--- config.mk ---
export PLATFORM = sky130hd
export DESIGN_NAME = l2_arbiter
export DESIGN_NICKNAME = d
export VERILOG_FILES = /design/src/rtl/l2_arbiter.sv
export SDC_FILE = /design/constraint.sdc
export NUM_CORES = 1
export LEC_CHECK = 0
export BUFFER_PORTS_ARGS = -buffer_cell sky130_fd_sc_hd__buf_2
export CAP_MARGIN = 10
export CORE_AREA = 2 2 542 544
export DETAILED_ROUTE_END_ITERATION = 8
export DIE_AREA = 0 0 544 546
export GPL_ROUTABILITY_DRIVEN = 0
export PLACE_DENSITY = 0.3
export SLEW_MARGIN = 25
export SYNTH_ARGS = -nofsm -noshare
export SYNTH_HDL_FRONTEND = slang
export SYNTH_SLANG_ARGS = --single-unit
--- constraint.sdc ---
create_clock -name clk -period 1.7 [get_ports clk]
set_input_delay 0.085 -clock clk [delete_from_list [all_inputs] [get_ports clk]]
set_output_delay 0.085 -clock clk [all_outputs]
set_load 0.1 [all_outputs]
--- src/rtl/l2_arbiter.sv ---
// Arbitrates the L1 I-cache and D-cache miss ports onto the single request port of the unified L2 cache.
// Latency: a request seen in IDLE reaches the L2 one cycle later, and the response passes through combinationally.
// Backpressure: each L1 holds its request until its resp pulse; requests that arrive while another is being served wait.
//
// Ports:
//   clk, rst_n                     clock (rising edge), asynchronous active-low reset
//   i_mem_read/address             I-cache line read request (held until i_mem_resp)
//   i_mem_rdata/resp               read line and one-cycle completion pulse to the I-cache
//   d_mem_read/write/address/wdata D-cache read or write-back request (held until d_mem_resp)
//   d_mem_rdata/resp               read line and one-cycle completion pulse to the D-cache
//   l2_mem_read/write/address/wdata registered request to the L2
//   l2_mem_rdata/resp              L2 read line and completion (may arrive in the request's first cycle)
module l2_arbiter #(
    parameter int ADDR_W = 32,
    parameter int LINE_W = 256
) (
    input  logic              clk,
    input  logic              rst_n,
    input  logic              i_mem_read,
    input  logic [ADDR_W-1:0] i_mem_address,
    output logic [LINE_W-1:0] i_mem_rdata,
    output logic              i_mem_resp,
    input  logic              d_mem_read,
    input  logic              d_mem_write,
    input  logic [ADDR_W-1:0] d_mem_address,
    input  logic [LINE_W-1:0] d_mem_wdata,
    output logic [LINE_W-1:0] d_mem_rdata,
    output logic              d_mem_resp,
    output logic              l2_mem_read,
    output logic              l2_mem_write,
    output logic [ADDR_W-1:0] l2_mem_address,
    output logic [LINE_W-1:0] l2_mem_wdata,
    input  logic [LINE_W-1:0] l2_mem_rdata,
    input  logic              l2_mem_resp
);

    typedef enum logic [1:0] {
        IDLE    = 2'd0,
        SERVE_I = 2'd1,
        SERVE_D = 2'd2
    } state_t;

    state_t state;
    logic   last_grant;   // 0 = I served last, 1 = D served last
    logic   req_i;
    logic   req_d;
    logic   grant_i;
    logic   grant_d;

    assign req_i   = i_mem_read;
    assign req_d   = d_mem_read | d_mem_write;
    // On a tie the side opposite last_grant wins; a lone requester always wins.
    assign grant_d = req_d & (~req_i | ~last_grant);
    assign grant_i = req_i & ~grant_d;

    // Read data is shared; only the resp pulse tells each L1 the line is meant for it.
    assign i_mem_rdata = l2_mem_rdata;
    assign d_mem_rdata = l2_mem_rdata;
    assign i_mem_resp  = (state == SERVE_I) & l2_mem_resp;
    assign d_mem_resp  = (state == SERVE_D) & l2_mem_resp;

    // l2_mem_read/l2_mem_write act as the latched op: set on grant, cleared on
    // resp, so they drop the cycle after resp and the L2 never sees a stale request.
    always_ff @(posedge clk or negedge rst_n) begin
        if (!rst_n) begin
            state          <= IDLE;
            last_grant     <= 1'b1;
            l2_mem_read    <= 1'b0;
            l2_mem_write   <= 1'b0;
            l2_mem_address <= '0;
            l2_mem_wdata   <= '0;
        end else begin
            case (state)
                IDLE: begin
                    if (grant_i) begin
                        l2_mem_address <= i_mem_address;
                        l2_mem_wdata   <= '0;
                        l2_mem_read    <= 1'b1;
                        l2_mem_write   <= 1'b0;
                        last_grant     <= 1'b0;
                        state          <= SERVE_I;
                    end else if (grant_d) begin
                        l2_mem_address <= d_mem_address;
                        l2_mem_wdata   <= d_mem_wdata;
                        // A write-back takes precedence if both op bits are set.
                        l2_mem_read    <= ~d_mem_write;
                        l2_mem_write   <= d_mem_write;
                        last_grant     <= 1'b1;
                        state          <= SERVE_D;
                    end
                end
                SERVE_I, SERVE_D: begin
                    // Requester drops mid-serve are ignored; the transaction runs to resp.
                    if (l2_mem_resp) begin
                        l2_mem_read  <= 1'b0;
                        l2_mem_write <= 1'b0;
                        state        <= IDLE;
                    end
                end
                default: begin
                    l2_mem_read  <= 1'b0;
                    l2_mem_write <= 1'b0;
                    state        <= IDLE;
                end
            endcase
        end
    end

endmodule

==> out/qor.csv, run 1 <==
stage,metric,value,unit
run_status,status,"complete, but fails checks",
run_status,violated checks,negative setup slack,
placement,Port Buffers,617,
power_and_ir_drop,Pwr Density,2660,nW/um^2
cells_and_area,ratio of cells with drive above 1 in the final layout,0.434,
worst_setup_path,CP Data Required Time,2.27,ns
detailed_routing,drt drc,0,
logic_synthesis,"Cell Area, Synth",14800,um^2
logic_synthesis,Unique masters post-synth,24,
grt,largest net degree at the start of global routing,104,
logic_synthesis,Area contributors post-synth,"dfrtp_1 (49%), buf_4 (26%), a22o_1 (15%)",
grt,initial antenna violation count,99,
timing,final setup fails,161,
grt,gr ovfl total,0,
detailed_routing,total routed wirelength,154,mm
floorplan,initial core utilization,0.0506,
clock_tree,Clock H-tree levels,2,
grt,global-route usage over all layers,0.0978,
detailed_routing,via count,12400,
logic_synthesis,net count after synthesis,1877,
timing,Layout Skew,0.0356,ns
grt,number of global-route vias before repair,13100,
logic_synthesis,cells after synthesis,1292,
detailed_routing,Final ANT Viol Nets,0,
floorplan,chip width,544,um
detailed_routing,initial DRC count,764,
timing,"Hold Vio Cnt, Final",0,
clock_tree,CTS max path bufs,3,
worst_setup_path,Critical Path Fanout Max,37,
worst_setup_path,CP Data Arrival Time,2.40,ns
clock_tree,CTS Buf Count,45,
timing,Fmax,546,MHz
worst_setup_path,FF-to-FF Start,state[1],
timing,setup slack after layout,-0.132,ns
logic_synthesis,dominant cell type by area after synthesis,dfrtp_1,
grt,global-route wire length before repair,178,mm
clock_tree,Clock Latency Late Sink,0.70,ns
floorplan,num ports,1386,
job,Max Cap Violations,0,
floorplan,full die area,297000,um^2
power_and_ir_drop,Static Leak,10.4,nW
timing,Max Slew Vio Count,0,
floorplan,Core Area,292000,um^2
clock_tree,clock root cell,clkbuf_16,
logic_synthesis,Yosys top cell area share,0.495,
logic_synthesis,synthesized flop and latch total,293,
cells_and_area,Post-Layout Cell Count,5724,
clock_tree,Clock Sinks,293,
detailed_routing,WL/cell,26.9,um
timing,Setup TNS,-10.80,ns
timing,measured slew at the worst slew-check pin,0.584,ns
power_and_ir_drop,Peak VDD IR,1270,uV
cells_and_area,Area growth syn-to-layout,68.9,%
logic_synthesis,Synth warnings,0,
clock_tree,CTS tree,done,
logic_synthesis,"Seq/Total Area, Yosys",0.497,
min_path,Min-Delay Path Class,primary input to async pin,
timing,Final min period,1.83,ns
detailed_routing,routed vias/inst,2.17,
floorplan,# rows,199,
detailed_routing,Detailed Routing Iterations Pass 1,5,
worst_setup_path,Critical path origin,state[1],
worst_setup_path,Worst Setup Path Type,flip-flop to flip-flop,
placement,Placed Cells,5294,
timing,slew margin rel.,0.614,
placement,DP Wirelength,132,mm
timing,Final period util,1.08,
clock_tree,Clock transition at path regs,0.06,ns
cells_and_area,fin nets,2353,
timing,RSZ-0062 raised after global routing,true,
worst_setup_path,CP Capture Type,flip-flop,
worst_setup_path,CP Launch Type,flip-flop,
logic_synthesis,average cell area after synthesis,11.4,um^2
floorplan,die span in y,546,um
==> layout by cell type, fill, tap and decap left out, types with 2 or more instances in the layout <==
| cell | count |
|---|---|
| a32o_1 | 2 |
| and2_4 | 2 |
| buf_16 | 3 |
| clkbuf_16 | 53 |
| inv_2 | 3 |
| buf_12 | 34 |
| nand2_1 | 2 |
| buf_6 | 10 |
| dfrtp_1 | 292 |
| o21ai_0 | 30 |
| buf_2 | 408 |
| a21oi_1 | 32 |
| a22o_1 | 258 |
| clkinv_2 | 7 |
| a31oi_2 | 3 |
| dlygate4sd3_1 | 325 |
| clkinv_4 | 2 |
| buf_4 | 232 |
| nor2_1 | 32 |
| clkbuf_8 | 9 |
| o21ai_1 | 3 |
| clkbuf_1 | 8 |
| diode_2 | 8 |
| ha_2 | 2 |
| a31oi_1 | 29 |
| a21o_1 | 2 |
==> layer usage <==
layer	part of all wire	routed length, um	global-route usage	vias up
li1	-	-	-	5040
met1	0.28	42600	0.0748	5695
met3	0.24	36600	0.108	495
met2	0.43	65600	0.150	1183
met4	0.060	9300	0.0512	10
met5	0.00097	149	0.00244	-
==> logic make-up after synthesis <==
logic type | after synthesis | share of synthesized area
fa+ha+maj | 3 | 0.00254
flops | 293 | 0.497
compound gates | 364 | 0.195
simple gates | 39 | 0.0105
buf+inv | 593 | 0.296
==> sequential cells by signal, indices dropped and copies added (netlist names) <==
register	count
last_grant	1
l2_mem_read	1
l2_mem_write	1
state	2
l2_mem_wdata	256
l2_mem_address	32
==> critical path: stages, from the launching register on <==
cell	delay (ns)
dfrtp_1	0.40
inv_2	0.09
ha_2	0.23
o31ai_4	0.11
buf_12	0.16
buf_12	0.15
buf_4	0.22
a22o_1	0.23
==> metrics by stage <==
stage	cell area [um^2]	worst slack, ns	utilization	hold WS (ns)	total power [mW]
floorplan	14800	0.204	-	-0.211	45.9
global placement	19400	-0.112	0.0664	0.0189	54.7
detailed placement	19400	-0.136	0.0664	0.0183	54.7
CTS	24600	-0.200	0.0841	0.0313	67.0
global route	24900	-0.188	0.0853	0.0921	70.6
finish	24900	-0.132	0.0854	0.131	66.5
==> worst paths after layout <==
path	endpoint	slack, ns	depth (start not counted)
setup / recovery	l2_mem_wdata[52]	-0.13	7
hold / removal	l2_mem_wdata[38]	0.13	3
setup reg to reg	l2_mem_wdata[52]	-0.13	7
hold reg to reg	l2_mem_wdata[123]	0.50	1
max in group asynchronous	last_grant	1.06	3
min in group clk	l2_mem_wdata[240]	0.14	3
==> power by group <==
group / leakage, nW / internal [mW] / total (mW) / switching, mW
sequential: 3.69 / 10.1 / 12.1 / 1.97
clock: 0.715 / 5.55 / 9.71 / 4.17
combinational: 5.96 / 9.56 / 44.7 / 35.1
total: 10.4 / 25.2 / 66.5 / 41.3
==> Yosys cell counts, drive strengths merged <==
| cell type | n |
|---|---|
| a21o | 2 |
| a21oi | 32 |
| a22o | 258 |
| a31oi | 32 |
| a32o | 2 |
| and2 | 2 |
| buf | 573 |
| clkbuf | 17 |
| dfrtp | 292 |
| dfstp | 1 |
| ha | 3 |
| inv | 3 |
| nand2 | 2 |
| nor2 | 33 |
| nor2b | 1 |
| nor3 | 1 |
| o211a | 1 |
| o21ai | 33 |
| o21ba | 1 |
| o21bai | 1 |
| o31a | 1 |
| o31ai | 1 |
==> repair_timing <==
item                                   CTS  global route
hold buffers                           326             0
cloned                                   0             9
setup endpoints to repair              395           292
pin swaps                               35             5
endpoints found under the hold margin  585             0
setup buffers                            0            11
gates resized for setup                177            10
==> cell type report <==
type / count / area (um^2)
inverter: 3 / 11.3
fill: 33900 / 267000
antenna: 8 / 20.0
sequential: 293 / 7330
multi-input combinational: 406 / 3150
clock buffer: 64 / 1330
clock inverter: 12 / 120
timing repair buffer: 1019 / 8080
tap: 3919 / 4900
(Power assumes the default switching activity.)
==> run 2, diff against run 1 <==
CORE_AREA = 8 8 532 534   (was 2 2 542 544)
CTS_CLUSTER_SIZE = 24   (was default)
DIE_AREA = 0 0 540 542   (was 0 0 544 546)
==> run 2 against run 1 <==
Compared with the run above:
- the run still ends with negative setup slack left
- critical path type unchanged
- fmax rose by 3.6%
- sequential cell count unchanged
- critical endpoint is now l2_mem_address[9]
- highest routed layer unchanged
- non-clock buffer count is 37 higher
==> out/qor.csv, run 2 (synthesized netlist as in run 1, its figures left out) <==
stage,metric,value,unit,change
run_status,status,"complete, but fails checks",,unchanged
run_status,violated checks,negative setup slack,,unchanged
detailed_routing,drt drc,0,,unchanged
worst_setup_path,flop-to-flop setup slack,-0.07,ns,was -0.13 ns
min_path,hold path depth,3,,
grt,number of global-route vias before repair,13500,,"was 13,100"
cells_and_area,largest registers in the final layout,"l2_mem_wdata x256, l2_mem_address x32, state x2",,unchanged
worst_setup_path,Bufs and invs on worst path,5,,was 4
cells_and_area,Area growth syn-to-layout,76.3,%,was 68.9%
cells_and_area,Final Core Density,0.0947,,was 0.0854
worst_setup_path,Top delay family on crit path,buffers and inverters,,unchanged
worst_setup_path,r2r worst-path depth,9,,was 7
grt,initial antenna violation count,106,,was 99
clock_tree,Clock H-tree levels,2,,unchanged
power_and_ir_drop,sequential share of power,0.168,,was 0.181
timing,Fmax,565,MHz,was 546 MHz
power_and_ir_drop,switching power,42.7,mW,was 41.3 mW
placement,Placed Cells,4978,,"was 5,294"
cells_and_area,"most common cell after layout, fill and taps aside",buf_2,,unchanged
worst_setup_path,CP Capture Type,flip-flop,,unchanged
timing,setup slack after layout,-0.0691,ns,was -0.132 ns
grt,global-route usage over all layers,0.0992,,was 0.0978
worst_setup_path,CP Data Required Time,2.31,ns,was 2.27 ns
worst_setup_path,"Critical Path, Cell by Cell",inv_2 > buf_4 > ha_4 > o31ai_4 > buf_6 > buf_12 > clkbuf_16 > a31oi_4 > a21oi_2,,was inv_2 > ha_2 > o31ai_4 > buf_12 > buf_12 > buf_4 > a22o_1
min_path,end of the worst hold path,l2_mem_wdata[11],,
min_path,critical hold path startpoint,d_mem_wdata[11],,
floorplan,die span in y,542,um,was 546 um
grt,largest net degree at the start of global routing,65,,was 104
grt,global-route wire length before repair,182,mm,was 178 mm
power_and_ir_drop,Static Leak,10.9,nW,was 10.4 nW
power_and_ir_drop,Sw Share,0.600,,was 0.621
grt,gr ovfl total,0,,unchanged
floorplan,chip width,540,um,was 544 um
cells_and_area,Post-Layout Cell Count,5456,,"was 5,724"
cells_and_area,ratio of cells with drive above 1 in the final layout,0.468,,was 0.434
detailed_routing,via count,12600,,"was 12,400"
worst_setup_path,Critical-path top delay cell,dfrtp_1,,unchanged
detailed_routing,WL/cell,28.8,um,was 26.9 um
power_and_ir_drop,Peak VDD IR,1190,uV,was 1270 uV
timing,measured slew at the worst slew-check pin,0.723,ns,was 0.584 ns
power_and_ir_drop,combinational power share,0.692,,was 0.673
timing,Layout Skew,0.0309,ns,was 0.0356 ns
timing,final setup fails,98,,was 161
clock_tree,CTS Buf Count,45,,unchanged
power_and_ir_drop,Int Power,28.5,mW,was 25.2 mW
cells_and_area,fin nets,2390,,"was 2,353"
floorplan,Core Area,275000,um^2,"was 292,000 um^2"
timing,slew margin rel.,0.518,,was 0.614
timing,RSZ-0062 raised after global routing,true,,unchanged
worst_setup_path,CP Data Arrival Time,2.38,ns,was 2.40 ns
timing,Max Slew Vio Count,0,,unchanged
clock_tree,Clock transition at path regs,0.06,ns,about the same
detailed_routing,Detailed Routing Iterations Pass 1,4,,was 5
clock_tree,CTS max path bufs,3,,unchanged
floorplan,# rows,193,,was 199
worst_setup_path,Critical Path Fanout Max,7,,was 37
worst_setup_path,slowest cell delay on critical path,0.38,ns,was 0.40 ns
min_path,Min-Delay Path Class,primary input to flip-flop,,was primary input to async pin
worst_setup_path,R2R Path End,l2_mem_address[9],,was l2_mem_wdata[52]
power_and_ir_drop,Pwr Density,2730,nW/um^2,was 2660 nW/um^2
timing,Final min period,1.77,ns,was 1.83 ns
job,Max Cap Violations,0,,unchanged
clock_tree,Clock Sinks,293,,unchanged
clock_tree,clock root cell,clkbuf_16,,unchanged
floorplan,initial core utilization,0.0537,,was 0.0506
detailed_routing,routed vias/inst,2.31,,was 2.17
timing,"Hold Vio Cnt, Final",0,,unchanged
clock_tree,Clock Latency Late Sink,0.68,ns,was 0.70 ns
detailed_routing,Final ANT Viol Nets,0,,unchanged
power_and_ir_drop,Clock power frac,0.140,,was 0.146
floorplan,full die area,293000,um^2,"was 297,000 um^2"
worst_setup_path,CP Launch Type,flip-flop,,unchanged
cells_and_area,"commonest non-fill, non-tap cells in the layout","buf_2 (404), dlygate4sd3_1 (325), dfrtp_1 (292)",,"was buf_2 (408), dlygate4sd3_1 (325), dfrtp_1 (292)"
placement,Port Buffers,617,,unchanged
cells_and_area,max reg flops,256,,unchanged
detailed_routing,initial DRC count,533,,was 764
worst_setup_path,Worst Setup Path Type,flip-flop to flip-flop,,unchanged
clock_tree,CTS tree,done,,unchanged
worst_setup_path,FF-to-FF Start,state[1],,unchanged
timing,Final period util,1.04,,was 1.08
detailed_routing,total routed wirelength,157,mm,was 154 mm
floorplan,num ports,1386,,unchanged
placement,DP Wirelength,129,mm,was 132 mm
cells_and_area,largest register by flop count,l2_mem_wdata,,unchanged
[run 2: cell types whose count changed in the layout (fill, tap and decap cells not counted), sizes merged]
cell / before / now
clkinvlp: 1 / 3
bufinv: 1 / 3
buf: 688 / 704
clkinv: 10 / 8
bufbuf: 0 / 2
clkbuf: 70 / 89
inv: 3 / 6
diode: 8 / 10
[run 2: worst max path at each step]
stage               slack, ns       start                 end  depth (start not counted)
CTS                     -0.18    state[0]          i_mem_resp                          4
global route            -0.17    state[1]          i_mem_resp                          5
floorplan                0.20    state[0]   l2_mem_wdata[100]                          7
detailed placement      -0.08    state[0]    l2_mem_wdata[73]                          6
finish                  -0.07    state[1]   l2_mem_address[9]                          9
global placement        -0.06  i_mem_read  l2_mem_address[14]                          6
[run 2: routing by layer]
layer  global-route usage  wire, um  share of wire  vias to the layer above
li1                     -         -              -                     5113
met5              0.00357       139        0.00089                        -
met4               0.0457      8490          0.054                        8
met1               0.0912     50400           0.32                     5859
met3               0.0977     32600           0.21                      457
met2                0.146     65200           0.42                     1174
[run 2: metrics by stage]
stage               setup slack [ns]  setup TNS, ns  instance area, um^2  power, mW  hold WS, ns
finish                       -0.0691          -2.44                26000       71.1        0.130
global route                  -0.171         -12.21                26000       75.4       0.0789
CTS                           -0.183          -4.93                24800       69.5       0.0197
detailed placement           -0.0806          -6.09                18800       53.7      -0.0343
global placement             -0.0576          -3.35                18800       53.6      -0.0336
floorplan                      0.204              0                14800       45.9       -0.211
[run 2: power by group through the flow]
| stage | registers, mW | logic [mW] | clock network [mW] |
|---|---|---|---|
| after floorplan | 33.1 | 12.8 | 0 |
| after global placement | 11.9 | 41.7 | 0 |
| after detailed placement | 11.9 | 41.8 | 0 |
| after CTS | 12.0 | 46.9 | 10.7 |
| after global routing | 12.4 | 52.3 | 10.7 |
| final | 12.0 | 49.2 | 9.97 |
[run 2: area by class of cell]
type / instances / area [um^2]
Timing Repair Buffer: 1056 / 9080
Clock inverter: 17 / 230
Antenna cell: 10 / 25.0
Fill cell: 31700 / 249000
Tap cell: 3607 / 4510
Clock buffer: 64 / 1280
Multi-Input combinational cell: 406 / 3560
Sequential cell: 293 / 7330
Inverter: 3 / 11.3
[run 2: repair_timing]
item,CTS,global route
pin swaps,81,50
gates cloned,15,29
hold endpoints to repair,585,0
hold buffers,326,0
setup endpoints to repair,365,257
buffers inserted,18,3
gates resized for setup,237,80
[run 2: worst min-delay path: stages]
cell,delay [ns]
dlygate4sd3_1,0.52
buf_2,0.09
a22o_1,0.11
